### config.mk
export PLATFORM = sky130hd
export DESIGN_NAME = clock_divider_bank
export DESIGN_NICKNAME = d
export VERILOG_FILES = /design/src/rtl/clock_divider_pkg.sv /design/src/rtl/clock_divider_channel.sv /design/src/rtl/clock_divider_bank.sv
export SDC_FILE = /design/constraint.sdc
export NUM_CORES = 1
export LEC_CHECK = 0
export BUFFER_PORTS_ARGS = -buffer_cell sky130_fd_sc_hd__buf_2
export CORE_ASPECT_RATIO = 1.75
export CORE_MARGIN = 3
export CORE_UTILIZATION = 61
export CTS_CLUSTER_DIAMETER = 30
export DETAILED_ROUTE_END_ITERATION = 12
export GPL_ROUTABILITY_DRIVEN = 0
export PLACE_DENSITY_LB_ADDON = 0.05
export SYNTH_ARGS = -nofsm -noshare
export SYNTH_HDL_FRONTEND = slang
export SYNTH_HIERARCHICAL = 1
export SYNTH_SLANG_ARGS = --single-unit
### constraint.sdc
create_clock -name clock -period 6 [get_ports clock]
set_input_delay 0.9 -clock clock [delete_from_list [all_inputs] [get_ports clock]]
set_output_delay 0.9 -clock clock [all_outputs]
set_load 0.03 [all_outputs]
### src/rtl/clock_divider_pkg.sv
// Shared constants and types for the clock divider bank.
package clock_divider_pkg;

  localparam int CLK_EDGE_CNT_W = 16;
  localparam int MIN_DIV        = 2;
  localparam int CLKDIV_DIV_W   = 8;

  // Snapshot of one channel's control state at the default ratio width.
  typedef struct packed {
    logic [CLKDIV_DIV_W-1:0] cnt;
    logic [CLKDIV_DIV_W-1:0] div;
    logic [CLKDIV_DIV_W-1:0] shadow;
    logic                    pending;
    logic                    running;
  } clkdiv_chan_state_t;

endpackage

### src/rtl/clock_divider_channel.sv
// One divided-clock channel: period counter, waveform, staged ratio load and
// optional rising-edge counter (CLOCK_DIVIDER_BANK_EDGE_COUNT_EN).
module clock_divider_channel
  import clock_divider_pkg::*;
#(
  parameter int DIV_WIDTH   = 8,
  parameter int DEFAULT_DIV = 4
) (
  input  logic                      clock,
  input  logic                      reset,
  input  logic                      en,
  input  logic                      wr_en,
  input  logic [DIV_WIDTH-1:0]      wr_ratio,
  output logic                      pending,
  output logic                      running,
  output logic                      clk_out,
  output logic                      rise_pulse,
  output logic [CLK_EDGE_CNT_W-1:0] edge_count
);

  localparam logic [DIV_WIDTH-1:0] DIV_RST = DIV_WIDTH'(DEFAULT_DIV);
  localparam logic [DIV_WIDTH-1:0] DIV_MIN = DIV_WIDTH'(MIN_DIV);

  // Ratios below the minimum cannot form a high and a low phase.
  function automatic logic [DIV_WIDTH-1:0] clamp_div(input logic [DIV_WIDTH-1:0] r);
    return (r < DIV_MIN) ? DIV_MIN : r;
  endfunction

  logic [DIV_WIDTH-1:0] cnt;
  logic [DIV_WIDTH-1:0] div;
  logic [DIV_WIDTH-1:0] shadow;
  logic [DIV_WIDTH-1:0] cnt_inc;
  logic                 boundary;
  logic                 load;

  assign cnt_inc  = cnt + DIV_WIDTH'(1);
  assign boundary = running & (cnt == (div - DIV_WIDTH'(1)));
  // A staged ratio takes over only between periods, so no pulse is truncated.
  assign load     = pending & (~running | boundary);

  // Period counter, waveform and ratio handover; en is only honoured between periods.
  always_ff @(posedge clock) begin
    if (reset) begin
      cnt        <= '0;
      div        <= DIV_RST;
      pending    <= 1'b0;
      running    <= 1'b0;
      clk_out    <= 1'b0;
      rise_pulse <= 1'b0;
    end else begin
      if (load) begin
        div     <= clamp_div(shadow);
        pending <= 1'b0;
      end else if (wr_en) begin
        pending <= 1'b1;
      end
      if (!running || boundary) begin
        cnt        <= '0;
        running    <= en;
        clk_out    <= en;
        rise_pulse <= en;
      end else begin
        cnt        <= cnt_inc;
        clk_out    <= (cnt_inc < (div >> 1));
        rise_pulse <= 1'b0;
      end
    end
  end

  // Staged ratio; meaningless unless pending is set, so it needs no reset.
  always_ff @(posedge clock) begin
    if (wr_en) shadow <= wr_ratio;
  end

`ifdef CLOCK_DIVIDER_BANK_EDGE_COUNT_EN
  // Free-running count of rising edges, wrapping at full scale.
  always_ff @(posedge clock) begin
    if (reset)           edge_count <= '0;
    else if (rise_pulse) edge_count <= edge_count + CLK_EDGE_CNT_W'(1);
  end
`else
  assign edge_count = '0;
`endif

endmodule

### src/rtl/clock_divider_bank.sv
// Multi-channel programmable clock divider with valid/ready ratio updates.
// Optional per-channel edge counters: define CLOCK_DIVIDER_BANK_EDGE_COUNT_EN.
module clock_divider_bank
  import clock_divider_pkg::*;
#(
  parameter int  NUM_CHANNELS = 4,
  parameter int  DIV_WIDTH    = 8,
  parameter int  DEFAULT_DIV  = 4,
  localparam int CHAN_W       = (NUM_CHANNELS > 1) ? $clog2(NUM_CHANNELS) : 1
) (
  input  logic                                   clock,
  input  logic                                   reset,
  input  logic [NUM_CHANNELS-1:0]                power,
  input  logic [NUM_CHANNELS-1:0]                gate,
  input  logic                                   div_valid,
  output logic                                   div_ready,
  input  logic [CHAN_W-1:0]                      div_chan,
  input  logic [DIV_WIDTH-1:0]                   div_ratio,
  output logic [NUM_CHANNELS-1:0]                clk_out,
  output logic [NUM_CHANNELS-1:0]                rise_pulse,
  output logic [NUM_CHANNELS-1:0]                running,
  output logic [NUM_CHANNELS*CLK_EDGE_CNT_W-1:0] edge_count
);

  localparam int PAD_N = 1 << CHAN_W;

  logic [NUM_CHANNELS-1:0] en;
  logic [NUM_CHANNELS-1:0] pending;
  logic [NUM_CHANNELS-1:0] wr_sel;
  logic [PAD_N-1:0]        pending_ext;
  logic                    chan_ok;
  logic                    accept;

  assign en      = power & ~gate;
  // Addresses beyond the last channel are never accepted.
  assign chan_ok = ({1'b0, div_chan} < (CHAN_W + 1)'(NUM_CHANNELS));

  // Widen pending so every div_chan code indexes a defined bit.
  always_comb begin
    pending_ext                   = '0;
    pending_ext[NUM_CHANNELS-1:0] = pending;
  end

  assign div_ready = ~reset & chan_ok & ~pending_ext[div_chan];
  assign accept    = div_valid & div_ready;

  for (genvar i = 0; i < NUM_CHANNELS; i++) begin : g_chan
    assign wr_sel[i] = accept & (div_chan == CHAN_W'(i));

    clock_divider_channel #(
      .DIV_WIDTH   (DIV_WIDTH),
      .DEFAULT_DIV (DEFAULT_DIV)
    ) u_chan (
      .clock      (clock),
      .reset      (reset),
      .en         (en[i]),
      .wr_en      (wr_sel[i]),
      .wr_ratio   (div_ratio),
      .pending    (pending[i]),
      .running    (running[i]),
      .clk_out    (clk_out[i]),
      .rise_pulse (rise_pulse[i]),
      .edge_count (edge_count[i*CLK_EDGE_CNT_W +: CLK_EDGE_CNT_W])
    );
  end

endmodule

**Word level (Yosys, flattened, before mapping)**

Index checks and enable logic that the tools add are counted.

- Flip-flop bits (word level): 112
- Input bits: 21
- Output and inout bits: 77
- Word-level logic and storage cells: 113

- $add $sub $neg: 8
- Magnitude comparators: 9
- Equal/unequal tests: 7
- Mux-type cells: 10
- Bitwise logic cells: 30
- Reduce and logical (&&, ||, !) cells: 21

Operators with widths:

| cell | count |
|---|---|
| adder 8 x 1 -> 8 bit, second input constant | 4 |
| == test 8 bit | 4 |
| less-than comparator 8 x 2 -> 1 bit, second input constant | 4 |
| less-than comparator 8 x 7 -> 1 bit | 4 |
| 2-to-1 mux 8 bit | 4 |
| subtractor 8 x 1 -> 8 bit, second input constant | 4 |
| OR reduction 2 bit | 12 |
| bitwise AND 1 bit | 14 |
| NOT 1 bit | 10 |
| 2-to-1 mux 1 bit | 5 |
| bitwise AND 4 bit | 1 |
| == test 2 bit, second input constant | 2 |
| logical NOT 1 bit | 4 |
| logical OR 1 bit | 4 |
| NOT 4 bit | 1 |
| bitwise OR 1 bit | 4 |
| less-than comparator 2 x 3 -> 1 bit, second input constant | 1 |
| binary-select mux 1 bit (select 2 bit) | 1 |
| == test 2 x 1 -> 1 bit, second input constant | 1 |
| logical NOT 2 bit | 1 |

**Longest topological paths before layout**

- Depth in word-level cells: 6
- Depth in mapped cells: 9
- Mapped depth without buffers: 8

**Cells and area by module**

The synthesis kept the hierarchy.

Modules (own cells, without submodules):

| module | instances | cells each | area an instance (um2) | seq. area each (um2) |
|---|---|---|---|---|
| clock_divider_channel | 4 | 162 | 1554.0 | 640.6 |
| clock_divider_bank | 1 | 12 | 92.6 | 0.0 |

**Worst setup path after synthesis**

OpenSTA, ideal clock, no wires.

- Path type: input -> output
- Start: in div_chan[0]
- End: out div_ready
- Data arrival time: 1.783 ns
- Data required time: 5.100 ns
- Slack: 3.317 ns
- Cell stages on the path: 2
- Path buffers: 0
- Cells stage by stage: mux4_2 > nor2_1

- Cells in the longest elaborated chain, start to end: 4

RTL lines:

| element | RTL line | RTL |
|---|---|---|
| from (decl) | clock_divider_bank.sv:17 | `input logic [CHAN_W-1:0] div_chan,` |
| binary-select mux 1 bit (select 2 bit) | clock_divider_bank.sv:44 | `assign div_ready = ~reset & chan_ok & ~pending_ext[div_chan];` |
| 2-to-1 mux 1 bit (implied by the code) | clock_divider_bank.sv:44 |  |
| NOT 1 bit | clock_divider_bank.sv:44 |  |
| bitwise AND 1 bit | clock_divider_bank.sv:44 |  |
| to (decl) | clock_divider_bank.sv:16 | `output logic div_ready,` |

Every way passes these cells. The select of a mux whose other input is x is not followed.

**Worst setup path after layout**

- Start: in reset
- End: reg g_chan[1].u_chan.shadow[4] (enable)

- Cells in the longest elaborated chain, start to end: 4

RTL lines:

| element | RTL line | RTL |
|---|---|---|
| from (decl) | clock_divider_bank.sv:12 | `input logic reset,` |
| NOT 1 bit | clock_divider_bank.sv:44 |  |
| bitwise AND 1 bit | clock_divider_bank.sv:44 |  |
| bitwise AND 1 bit | clock_divider_bank.sv:45 | `assign accept = div_valid & div_ready;` |
| bitwise AND 1 bit | clock_divider_bank.sv:48 | `assign wr_sel[i] = accept & (div_chan == CHAN_W'(i));` |
| via wr_sel[1] | clock_divider_bank.sv:29 | `logic [NUM_CHANNELS-1:0] wr_sel;` |
| to (signal assigned) | clock_divider_channel.sv:72 | `if (wr_en) shadow <= wr_ratio;` |
| to (decl) | clock_divider_channel.sv:31 | `logic [DIV_WIDTH-1:0] shadow;` |

The timed path passes the listed nets, and every way through them passes these cells.
A chain may end at the register's enable or synchronous reset.

==> results.cfg <==
[global_route]
grt_pass1_wl_mm = 21.37
busiest_layer = met2
grt_pass1_vias = 4546
overflow = 0
grt_usage_pct = 22.27
use_met2_pct = 42.89
grtUsageMet3_pct = 3.296
use_met1_pct = 24.27
grt_antenna_before_repair = 0
grt_start_max_net_pins = 30

[setup_path]
critPathCaptureType = flip-flop
cp_top_family = simple AND/OR/NAND/NOR gates
cp.required_ns = 5.97
cpPeakStageDelay_ns = 0.95
critPathKind = in -> reg
slowest_stage = nor3b_1
path_buf_inv = 2
start_kind = input pin
path_cells = buf_2 > buf_4 > or3b_1 > nor3b_1
critPathMaxFanout = 29
cp.arrival_ns = 2.83

[power_and_ir_drop]
pwr_density_cell_mw_per_mm2 = 238.5
peakVddDrop_v = 0.0001785
power_switching_w = 0.0004331
p_seq_share_pct = 52.2
cellLeakagePower_nw = 2.556
swShare_pct = 27.65
power.internal_w = 0.001133
pwr-share-comb_pct = 12.8
pwr-share-clk_pct = 35.0

[synth]
synth_most_common_cell = dfxtp_1
synth_edf_count = 32
syn-cell-area_sq_mm = 0.006309
synthFlopType = dfxtp_1
synth_commonest_cells = dfxtp_1, buf_4, inv_1, a21oi_1, xnor2_1
synth.largest_area_cell = dfxtp_1
synth_top_cell_area_share_pct = 25.39
ys_types = 44
synth_cells = 660
synthArstFlopShare_pct = 0
syn_area_per_cell_sq_um = 9.558
synth_seq_cells = 112
yosys-top-cells-area = dfxtp_1, edfxtp_1, buf_4
ys_seq_area_share_pct = 40.62
yosys_warnings = 6

[floorplanning]
row_count = 48
fp.dieArea_sq_mm = 0.01165
core_area_sq_mm = 0.009970
die_h_um = 140.5
die_x_um = 82.88
io_pins = 98
start_util_pct = 63.28

[routing]
routed_wl_mm = 12.75
drt_iter0_drc = 204
wire_per_inst_um = 15.72
first_pass_iters = 5
drtAntennaViolNets = 0
post-route-drc-count = 0
vias = 4622
viasPerCell = 5.699

[sta]
clock_skew_ns = 0.01040
hold_slack_ns = 0.5012
finalCritPeriodShare_pct = 47.68
slew_viol_final = 0
post-route-min-period_ns = 2.861
worst_pin_slew_ns = 1.257
setup_violations = 0
hold_violations = 0
max_freq_mhz = 349.6
rsz0062_at_grt = false
relSlewSlack_pct = 15.57
tns_ns = 0

[cts]
postCtsSetupBuffers = 0
cts_buffers = 9
cts_buffer_depth = 2
holdBufCountCts = 0
cts_resized = 0
clock_latency_ns = 0.35
clk_pin_slew_ns = 0.07
cts_sinks = 112
h-tree-depth = 3
cts-root-buf = clkbuf_16
cts_tree = built

[layout]
syn2layout_area_growth_pct = 4.125
fin_nets = 734
drive_gt1_share_pct = 8.163
antenna_cells = 0

[status]
outcome = finished, final reports clean

[place]
port_buffers = 33
hpwlAfterDp_mm = 9.585

[hold_path]
min_path_type = reg -> reg

[run]
maxCapViolations = 0
[sequential cells by signal (all words and copies together) (netlist names)]
| name | flops |
|---|---|
| g_chan.u_chan/clk_out | 4 |
| g_chan.u_chan/cnt | 32 |
| g_chan.u_chan/div | 32 |
| g_chan.u_chan/pending | 4 |
| g_chan.u_chan/rise_pulse | 4 |
| g_chan.u_chan/running | 4 |
| g_chan.u_chan/shadow | 32 |
[cell families (layout without fill, tap and decap cells)]
logic type	Yosys count	after routing	synth area share (%)
xor gates and xnor gates	64	64	8.885
buffers and inverters	124	90	11.27
AOI/OAI and AO/OA	140	140	16.50
DFF	112	112	40.62
muxes	1	1	0.3570
and+or+nand+nor	183	183	15.79
other	4	64	0.2379
adders and majority gates	32	32	6.347
[worst reg2reg max path, stage by stage (launching register included)]
cell and delay (ns):
dfxtp_1 0.36, inv_1 0.08, ha_1 0.21, or3b_1 0.42, o31a_1 0.27, or2_1 0.26
o311ai_2 0.61, a21o_1 0.38, nor2b_1 0.09
[cell usage in the layout (no fill, tap or decap), types with 5 or more instances in the layout]
master      n
nor2b_1    24
nor2_1     29
conb_1     64
nor3_1     26
dfxtp_1    80
o31a_1      8
xnor2_1    36
nor4_1     12
a31oi_1     8
or3b_1      5
nand3_1    20
xor2_1     28
buf_2      33
o2111ai_1   8
o31ai_1    24
o21a_1      8
edfxtp_1   32
nand4_1    20
ha_1       32
inv_1      40
and3_1      8
a21o_1      8
clkbuf_16   9
nand2_1    20
a21oi_1    36
[through the flow]
stage / utilization, % / instance area [sq um] / power [W] / setup WS (ns) / instances
floorplan: - / 6534 / 0.001021 / 3.317 / 720
global placement: 63.22 / 6302 / 0.001030 / 2.861 / 795
detailed placement: 63.22 / 6302 / 0.001034 / 2.777 / 795
CTS: 65.89 / 6569 / 0.001583 / 3.157 / 811
global route: 65.89 / 6569 / 0.001635 / 2.997 / 811
finish: 65.89 / 6569 / 0.001567 / 3.139 / 811
[metal layers]
| metal | vias up | wire (um) |
|---|---|---|
| li1 | 2314 | - |
| met1 | 2195 | 4943 |
| met2 | 99 | 7178 |
| met3 | 14 | 444 |
| met4 | 0 | 185 |
| met5 | - | 0 |
[power groups by stage]
| stage | combinational, W | sequential, W | clock [W] |
|---|---|---|---|
| 2_1_floorplan | 0.000181 | 0.000840 | 0 |
| 4_1_cts | 0.000200 | 0.000818 | 0.000564 |
| 5_1_grt | 0.000218 | 0.000821 | 0.000596 |
| 3_3_place_gp | 0.000195 | 0.000834 | 0 |
| 6_report | 0.000200 | 0.000818 | 0.000548 |
| 3_5_place_dp | 0.000199 | 0.000835 | 0 |
[cell type report]
cell class / count / area (sq um)
multi-input combinational: 484 / 3261
inverter: 40 / 150.1
fill: 883 / 3401
tap: 125 / 156.4
sequential: 112 / 2562
clock buffer: 11 / 232.7
clock inverter: 5 / 33.78
timing repair buffer: 34 / 172.7
[worst paths after layout]
check                                     to                        from  cells after the start  slack [ns]
setup / recovery  g_chan[1].u_chan/shadow[4]                       reset                      4        3.14
hold / removal       g_chan[0].u_chan/div[2]  g_chan[0].u_chan/shadow[2]                      1        0.50
setup reg to reg     g_chan[1].u_chan/cnt[6]     g_chan[1].u_chan/div[0]                      8        3.22
hold reg to reg      g_chan[0].u_chan/div[2]  g_chan[0].u_chan/shadow[2]                      1        0.50
(Power assumes the default switching activity.)
